`config.mk`:
```
export PLATFORM = sky130hd
export DESIGN_NAME = cpu_pin_host_loader
export DESIGN_NICKNAME = d
export VERILOG_FILES = /design/src/rtl/cpu_pin_host_loader.sv
export SDC_FILE = /design/constraint.sdc
export NUM_CORES = 1
export LEC_CHECK = 0
export CAP_MARGIN = 20
export CORE_MARGIN = 2
export CORE_UTILIZATION = 25
export CTS_BUF_LIST = sky130_fd_sc_hd__clkbuf_8
export CTS_CLUSTER_DIAMETER = 100
export DETAILED_ROUTE_END_ITERATION = 8
export SYNTH_ARGS = -nofsm -noshare
export SYNTH_HDL_FRONTEND = slang
export SYNTH_SLANG_ARGS = --single-unit
```
`constraint.sdc`:
```
create_clock -name clk -period 2.5 [get_ports clk]
set_input_delay 0.5 -clock clk [delete_from_list [all_inputs] [get_ports clk]]
set_output_delay 0.5 -clock clk [all_outputs]
set_load 0.05 [all_outputs]
```
`src/rtl/cpu_pin_host_loader.sv`:
```
// cpu_pin_host_loader
// Host-side driver for the 8-bit CPU tile pin interface. Bytes arrive on a
// valid/ready stream, are buffered in a small FIFO, and are presented one at
// a time on the tile's dedicated inputs using a 4-phase STB/ACK handshake.
// The tile's dedicated-output byte is captured at each ACK and returned as a
// one-cycle response pulse.
//
// Ports:
//   clk, rst            single clock, asynchronous active-high reset
//   s_valid/s_data      input byte stream, s_ready = FIFO not full
//   pin_ui              byte presented to tile ui_in (held until next pop)
//   pin_uio_drv         tile uio_in; bit0 = STB, other bits 0
//   pin_uio_in          tile uio_out; bit1 = ACK (asynchronous)
//   pin_uo              tile uo_out, captured when synchronized ACK rises
//   m_valid/m_data      response pulse and captured byte
//   busy                handshake in progress or bytes buffered
//   fifo_count          bytes buffered
//   timeout_err         sticky handshake timeout flag
//   clr_err             synchronous clear of the sticky error flags
//   echo_err            (only with LOADER_ECHO_CHECK_EN) sticky flag set when
//                       the captured byte differs from the byte presented
//
// Optional feature macro: LOADER_ECHO_CHECK_EN
module cpu_pin_host_loader #(
  parameter int FIFO_DEPTH     = 4,
  parameter int TIMEOUT_CYCLES = 255,
  parameter int SYNC_STAGES    = 2
) (
  input  logic                          clk,
  input  logic                          rst,
  input  logic                          s_valid,
  input  logic [7:0]                    s_data,
  output logic                          s_ready,
  output logic [7:0]                    pin_ui,
  output logic [7:0]                    pin_uio_drv,
  input  logic [7:0]                    pin_uio_in,
  input  logic [7:0]                    pin_uo,
  output logic                          m_valid,
  output logic [7:0]                    m_data,
  output logic                          busy,
  output logic [$clog2(FIFO_DEPTH):0]   fifo_count,
  output logic                          timeout_err,
`ifdef LOADER_ECHO_CHECK_EN
  output logic                          echo_err,
`endif
  input  logic                          clr_err
);

  localparam int AW = $clog2(FIFO_DEPTH);
  localparam int CW = AW + 1;
  localparam int TW = $clog2(TIMEOUT_CYCLES + 1);
  localparam logic [TW-1:0] TMAX = TW'(TIMEOUT_CYCLES);
  localparam logic [CW-1:0] FULL = CW'(FIFO_DEPTH);

  typedef enum logic [1:0] {ST_IDLE, ST_SETUP, ST_STROBE, ST_RELEASE} state_t;

  state_t                 state_q, state_d;
  logic [TW-1:0]          tcnt_q, tcnt_d;
  logic                   stb_q, stb_d;
  logic [7:0]             pin_ui_q, pin_ui_d;
  logic [7:0]             m_data_q, m_data_d;
  logic                   m_valid_q, m_valid_d;
  logic                   timeout_err_q, timeout_err_d;
  logic [SYNC_STAGES-1:0] sync_q, sync_d;
  logic [7:0]             mem_q [FIFO_DEPTH];
  logic [7:0]             mem_d [FIFO_DEPTH];
  logic [AW-1:0]          wr_ptr_q, wr_ptr_d, rd_ptr_q, rd_ptr_d;
  logic [CW-1:0]          count_q, count_d;
  logic                   push, pop, timeout_hit, ack_s;
  logic                   unused_pins;
`ifdef LOADER_ECHO_CHECK_EN
  logic                   echo_err_q, echo_err_d, echo_hit;
`endif

  assign ack_s       = sync_q[SYNC_STAGES-1];
  assign s_ready     = (count_q != FULL);
  assign push        = s_valid && s_ready;
  assign pin_ui      = pin_ui_q;
  assign pin_uio_drv = {7'b0, stb_q};
  assign m_valid     = m_valid_q;
  assign m_data      = m_data_q;
  assign busy        = (state_q != ST_IDLE) || (count_q != '0);
  assign fifo_count  = count_q;
  assign timeout_err = timeout_err_q;
  assign unused_pins = ^{pin_uio_in[7:2], pin_uio_in[0]};
`ifdef LOADER_ECHO_CHECK_EN
  assign echo_err    = echo_err_q;
`endif

  // Next-state logic for the handshake FSM, FIFO and sticky flags.
  // The timeout check has priority in every waiting state so a stuck tile
  // always releases STB and drops the current byte.
  always_comb begin
    state_d     = state_q;
    tcnt_d      = tcnt_q;
    stb_d       = stb_q;
    pin_ui_d    = pin_ui_q;
    m_data_d    = m_data_q;
    m_valid_d   = 1'b0;
    pop         = 1'b0;
    timeout_hit = 1'b0;
    sync_d      = {sync_q[SYNC_STAGES-2:0], pin_uio_in[1]};
`ifdef LOADER_ECHO_CHECK_EN
    echo_hit    = 1'b0;
`endif

    case (state_q)
      ST_IDLE: begin
        tcnt_d = '0;
        stb_d  = 1'b0;
        if (count_q != '0) begin
          pop      = 1'b1;
          pin_ui_d = mem_q[rd_ptr_q];
          state_d  = ST_SETUP;
        end
      end
      ST_SETUP: begin
        if (tcnt_q == TMAX) begin
          timeout_hit = 1'b1;
        end else if (ack_s) begin
          tcnt_d = tcnt_q + 1'b1;
        end else begin
          state_d = ST_STROBE;
          stb_d   = 1'b1;
          tcnt_d  = '0;
        end
      end
      ST_STROBE: begin
        if (tcnt_q == TMAX) begin
          timeout_hit = 1'b1;
        end else if (ack_s) begin
          m_data_d  = pin_uo;
          m_valid_d = 1'b1;
          stb_d     = 1'b0;
          state_d   = ST_RELEASE;
          tcnt_d    = '0;
`ifdef LOADER_ECHO_CHECK_EN
          echo_hit  = (pin_uo != pin_ui_q);
`endif
        end else begin
          tcnt_d = tcnt_q + 1'b1;
        end
      end
      ST_RELEASE: begin
        if (tcnt_q == TMAX) begin
          timeout_hit = 1'b1;
        end else if (!ack_s) begin
          state_d = ST_IDLE;
          tcnt_d  = '0;
        end else begin
          tcnt_d = tcnt_q + 1'b1;
        end
      end
      default: state_d = ST_IDLE;
    endcase

    if (timeout_hit) begin
      state_d = ST_IDLE;
      stb_d   = 1'b0;
      tcnt_d  = '0;
    end

    // Set beats clear when both happen in the same cycle.
    timeout_err_d = timeout_hit ? 1'b1 : (clr_err ? 1'b0 : timeout_err_q);
`ifdef LOADER_ECHO_CHECK_EN
    echo_err_d    = echo_hit ? 1'b1 : (clr_err ? 1'b0 : echo_err_q);
`endif

    mem_d    = mem_q;
    wr_ptr_d = wr_ptr_q;
    rd_ptr_d = rd_ptr_q;
    if (push) begin
      mem_d[wr_ptr_q] = s_data;
      wr_ptr_d        = wr_ptr_q + 1'b1;
    end
    if (pop) begin
      rd_ptr_d = rd_ptr_q + 1'b1;
    end
    count_d = count_q + CW'(push) - CW'(pop);
  end

  // All state registers; reset drops STB and empties the FIFO immediately.
  always_ff @(posedge clk or posedge rst) begin
    if (rst) begin
      state_q       <= ST_IDLE;
      tcnt_q        <= '0;
      stb_q         <= 1'b0;
      pin_ui_q      <= '0;
      m_data_q      <= '0;
      m_valid_q     <= 1'b0;
      timeout_err_q <= 1'b0;
      sync_q        <= '0;
      mem_q         <= '{default: '0};
      wr_ptr_q      <= '0;
      rd_ptr_q      <= '0;
      count_q       <= '0;
`ifdef LOADER_ECHO_CHECK_EN
      echo_err_q    <= 1'b0;
`endif
    end else begin
      state_q       <= state_d;
      tcnt_q        <= tcnt_d;
      stb_q         <= stb_d;
      pin_ui_q      <= pin_ui_d;
      m_data_q      <= m_data_d;
      m_valid_q     <= m_valid_d;
      timeout_err_q <= timeout_err_d;
      sync_q        <= sync_d;
      mem_q         <= mem_d;
      wr_ptr_q      <= wr_ptr_d;
      rd_ptr_q      <= rd_ptr_d;
      count_q       <= count_d;
`ifdef LOADER_ECHO_CHECK_EN
      echo_err_q    <= echo_err_d;
`endif
    end
  end

endmodule

```
==> results of run 1 <==
[layer usage]
layer | GRT usage | share of wire
met3 | 0.04700 | 0.060
met5 | 0 | 0
met4 | 0.03163 | 0.013
met1 | 0.1232 | 0.47
met2 | 0.1619 | 0.45
[cell usage after synthesis, types with 2 or more instances]
cell type,count
sky130_fd_sc_hd__dfrtp_1,70
sky130_fd_sc_hd__mux2_2,40
sky130_fd_sc_hd__nand2_1,31
sky130_fd_sc_hd__inv_1,16
sky130_fd_sc_hd__ha_1,12
sky130_fd_sc_hd__o21ai_0,9
sky130_fd_sc_hd__buf_4,8
sky130_fd_sc_hd__mux4_2,8
sky130_fd_sc_hd__nor2_1,8
sky130_fd_sc_hd__xnor2_1,8
sky130_fd_sc_hd__nand2_2,4
sky130_fd_sc_hd__buf_2,3
sky130_fd_sc_hd__o2bb2ai_1,3
sky130_fd_sc_hd__a21o_1,2
sky130_fd_sc_hd__a21oi_1,2
sky130_fd_sc_hd__nand3_1,2
sky130_fd_sc_hd__or3_1,2
sky130_fd_sc_hd__or4_1,2
sky130_fd_sc_hd__xor2_1,2
[layout make-up]
| class | instances | area, sq um |
|---|---|---|
| clock buffer | 10 | 137.6 |
| timing repair buffer | 48 | 480.5 |
| fill | 1318 | 8578 |
| tap | 172 | 215.2 |
| sequential | 70 | 1754 |
| multi-input combinational | 158 | 1361 |
| clock inverter | 5 | 28.78 |
| inverter | 17 | 63.81 |
[flip-flops by register name (all words and copies together), names as in the netlist, 2 cells and up]
| name | count |
|---|---|
| wr_ptr_q | 2 |
| pin_ui | 8 |
| tcnt_q | 8 |
| sync_q | 2 |
| m_data | 8 |
| rd_ptr_q | 2 |
| fifo_count | 3 |
| state_q | 2 |
| mem_q | 32 |
[through the flow]
stage | hold WS (ns) | utilization | setup WS (ns)
6_report | 0.3619 | 0.3202 | 0.1156
5_1_grt | 0.3675 | 0.3202 | 0.004805
4_1_cts | 0.3658 | 0.3202 | 0.09859
3_5_place_dp | 0.3396 | 0.3071 | 0.02765
3_3_place_gp | 0.3438 | 0.3071 | 0.05882
2_1_floorplan | 0.3312 | - | 0.03863
[power groups by stage]
stage	Combinational [mW]	Clock, mW	Sequential, mW
final	2.63	0.789	2.01
after global routing	2.85	0.879	2.08
after CTS	2.66	0.826	2.02
after detailed placement	2.66	0	2.04
after global placement	2.57	0	2.00
after floorplan	1.47	0	2.43
[cells by family (layout without fill, tap and decap cells)]
kind of cell,Yosys count,in the layout,share of synthesized area
adder cells (fa/ha/maj),13,13,0.05277
flip-flops,70,70,0.5433
multiplexers,49,49,0.1987
AND/OR/NAND/NOR,57,57,0.08693
other,1,7,0.001163
buffers and inverters,29,80,0.04424
XOR/XNOR,10,10,0.02717
AO/OA/AOI/OAI,22,22,0.04579
[worst max path at each step]
| stage | end | slack [ns] |
|---|---|---|
| after global routing | busy | 0.005 |
| after global placement | fifo_count[2] | 0.06 |
| after CTS | busy | 0.1 |
| final | busy | 0.12 |
| after detailed placement | fifo_count[2] | 0.03 |
| after floorplan | fifo_count[2] | 0.04 |
==> PnR_summary.wiki, run 1 <==
{| class="wikitable"
! Metric !! Value
|-
| Leading area contributor after synthesis || sky130_fd_sc_hd__dfrtp_1
|-
| Fin cells || 480
|-
| Residual antenna-violating net count after detailed routing || 0
|-
| Final cycle utilization of the critical path || 0.9538
|-
| Tightest Pin Transition || 0.5571 ns
|-
| Number of setup violations in the final report || 0
|-
| Run status || finished, final reports clean
|-
| Most common library cell in the layout ignoring fill and taps || sky130_fd_sc_hd__dfrtp_1
|-
| Endpoint of the worst-slack reg-to-reg timing path || fifo_count[2]
|-
| Global routing usage summed across all routing layers || 0.1018
|-
| Number of levels the H-tree was split into || 3
|-
| Number of unique standard cell types used by synthesis || 38
|-
| Share of the synthesized area in the top cell type || 0.5433
|-
| Sequential Power Share || 0.370
|-
| Via count of the first global-routing pass || 2114
|-
| Placed insts || 465
|-
| Clock insertion delay at the later pin of the skew report || 0.35 ns
|-
| Final net count || 345
|-
| Arrival time at the worst endpoint || 1.88 ns
|-
| Class of the tightest hold or removal check || reg2reg
|-
| CTS tree || yes
|-
| Switching Fraction || 0.4086
|-
| Clk sink count || 70
|-
| Power density over the cells || 1342 mW/mm^2
|-
| Most used flip-flop cell after synthesis || sky130_fd_sc_hd__dfrtp_1
|-
| Final global-route overflow total || 0
|-
| Maximum clock insertion buffer count || 2
|-
| Cts hold-fix bufs || 0
|-
| DRC violation total after the first TritonRoute iteration || 100
|-
| Reg2reg setup slack || 0.29 ns
|-
| Post-route cell area || 0.004041 sq mm
|-
| Number of cells on the critical path || 4
|-
| Rows || 41
|-
| Die area || 0.01382 sq mm
|-
| Timing-limited maximum frequency || 419.4 MHz
|-
| Commonest cells after routing, fill and taps aside || 68 x sky130_fd_sc_hd__dfrtp_1, 43 x sky130_fd_sc_hd__clkdlybuf4s50_1, 40 x sky130_fd_sc_hd__mux2_2, 31 x sky130_fd_sc_hd__nand2_1, 17 x sky130_fd_sc_hd__inv_1
|-
| Total negative setup slack || 0 ns
|-
| Critical Path Slowest Stage Cell || sky130_fd_sc_hd__or4b_1
|-
| Startpoint class of the critical path || flop
|-
| FF+latch count, synth || 70
|-
| Min Tclk post-route || 2.384 ns
|-
| Clk network pwr share || 0.145
|-
| Antenna violations before repair || 0
|-
| Static Leak || 1.740 nW
|-
| Total clock buffers created by CTS || 9
|-
| Async SR Flop Fraction || 1.000
|-
| Initial standard-cell utilization of the core || 0.2555
|-
| Final hold viol count || 0
|-
| Layout-stage area growth over the synthesis result || 25.34%
|-
| Y dimension of the die || 117.6 um
|-
| Max Transition Viols Final || 0
|-
| Critical path peak fanout || 4
|-
| Cell area after technology mapping || 0.003224 sq mm
|-
| Buf/Inv on CP || 2
|-
| Number of ports placed on the die boundary || 59
|-
| Count of inserted antenna diode cells || 0
|-
| Worst reg-to-reg path cell count || 10
|-
| Global placer's final weighted congestion || 0.7458
|-
| Post-synth EDFFs || 0
|-
| Half-perimeter wire length of the detailed placement result || 4421 um
|-
| Syn Inst Count || 251
|-
| Final routed DRC violation total || 0
|-
| Clock tree skew after final layout || 0.006938 ns
|-
| Layout cells sized above 1 || 0.2565
|-
| Total via count in the routed design || 2015
|-
| Port bufs || 44
|-
| Number of instances on the worst hold path || 0
|-
| Required time worst endpoint || 2.00 ns
|-
| Post-CTS resize count || 0
|-
| Setup crit end kind || primary output
|-
| Avg Inst Size Synth || 12.85 sq um
|-
| Placeable Area || 0.01262 sq mm
|-
| First-pass DRT Iterations || 4
|-
| Relative contribution of combinational cells to total power || 0.485
|-
| Setup repair after global routing missed its margin || no
|-
| Clock Tree Root || sky130_fd_sc_hd__clkbuf_8
|-
| Worst supply voltage drop on vdd || 572.2 uV
|-
| Stage delay of the slowest cell on the critical path || 0.50 ns
|-
| Reg-to-reg startpoint || state_q[0]
|-
| Die Wd || 117.6 um
|-
| Min-Delay Startpoint || sync_q[0]
|-
| Capture endpoint of the worst hold path || sync_q[1]
|-
| Overall power || 5.425 mW
|-
| First-pass GRT wire length || 10860 um
|-
| Int Pwr || 3.208 mW
|-
| Sequential share of the synthesized area || 0.5433
|-
| Detail-routed via count per cell || 4.198
|-
| Pin count of the biggest net entering global routing || 71
|-
| Biggest area contributors in the synthesized netlist || sky130_fd_sc_hd__dfrtp_1 54%, sky130_fd_sc_hd__mux2_2 14%, sky130_fd_sc_hd__mux4_2 5.6%
|-
| Placed inst area || 0.003875 sq mm
|-
| Final wirelength || 6535 um
|-
| Sequence of cells on the critical path || inv_1 > ha_1 > or4b_1 > buf_4
|-
| Post-CTS Setup Bufs || 0
|-
| Type of the worst setup path || reg2out
|-
| Count of synthesis-stage warnings from yosys || 0
|-
| Clock transition at the register clock pins on the worst setup and hold paths after CTS || 0.07 ns
|-
| Net Sw Power || 2.217 mW
|-
| Slew headroom || 0.6274
|-
| Wire per inst || 13.61 um
|-
| Critical path launch point || state_q[0]
|-
| Largest delay contributor family on the critical path || simple AND/OR/NAND/NOR gates
|-
| Number of maximum-capacitance violations || 0
|}
No activity file was read; power rests on OpenSTA's default activity.
==> run 2: changes to the inputs <==
--- a/config.mk
+++ b/config.mk
@@ -11,6 +11,7 @@
 export CTS_BUF_LIST = sky130_fd_sc_hd__clkbuf_8
 export CTS_CLUSTER_DIAMETER = 100
 export DETAILED_ROUTE_END_ITERATION = 8
+export SKIP_LAST_GASP = 1
 export SYNTH_ARGS = -nofsm -noshare
 export SYNTH_HDL_FRONTEND = slang
 export SYNTH_SLANG_ARGS = --single-unit
==> results of run 2 <==
Final layout, timing and power as in run 1 (identical DEF).
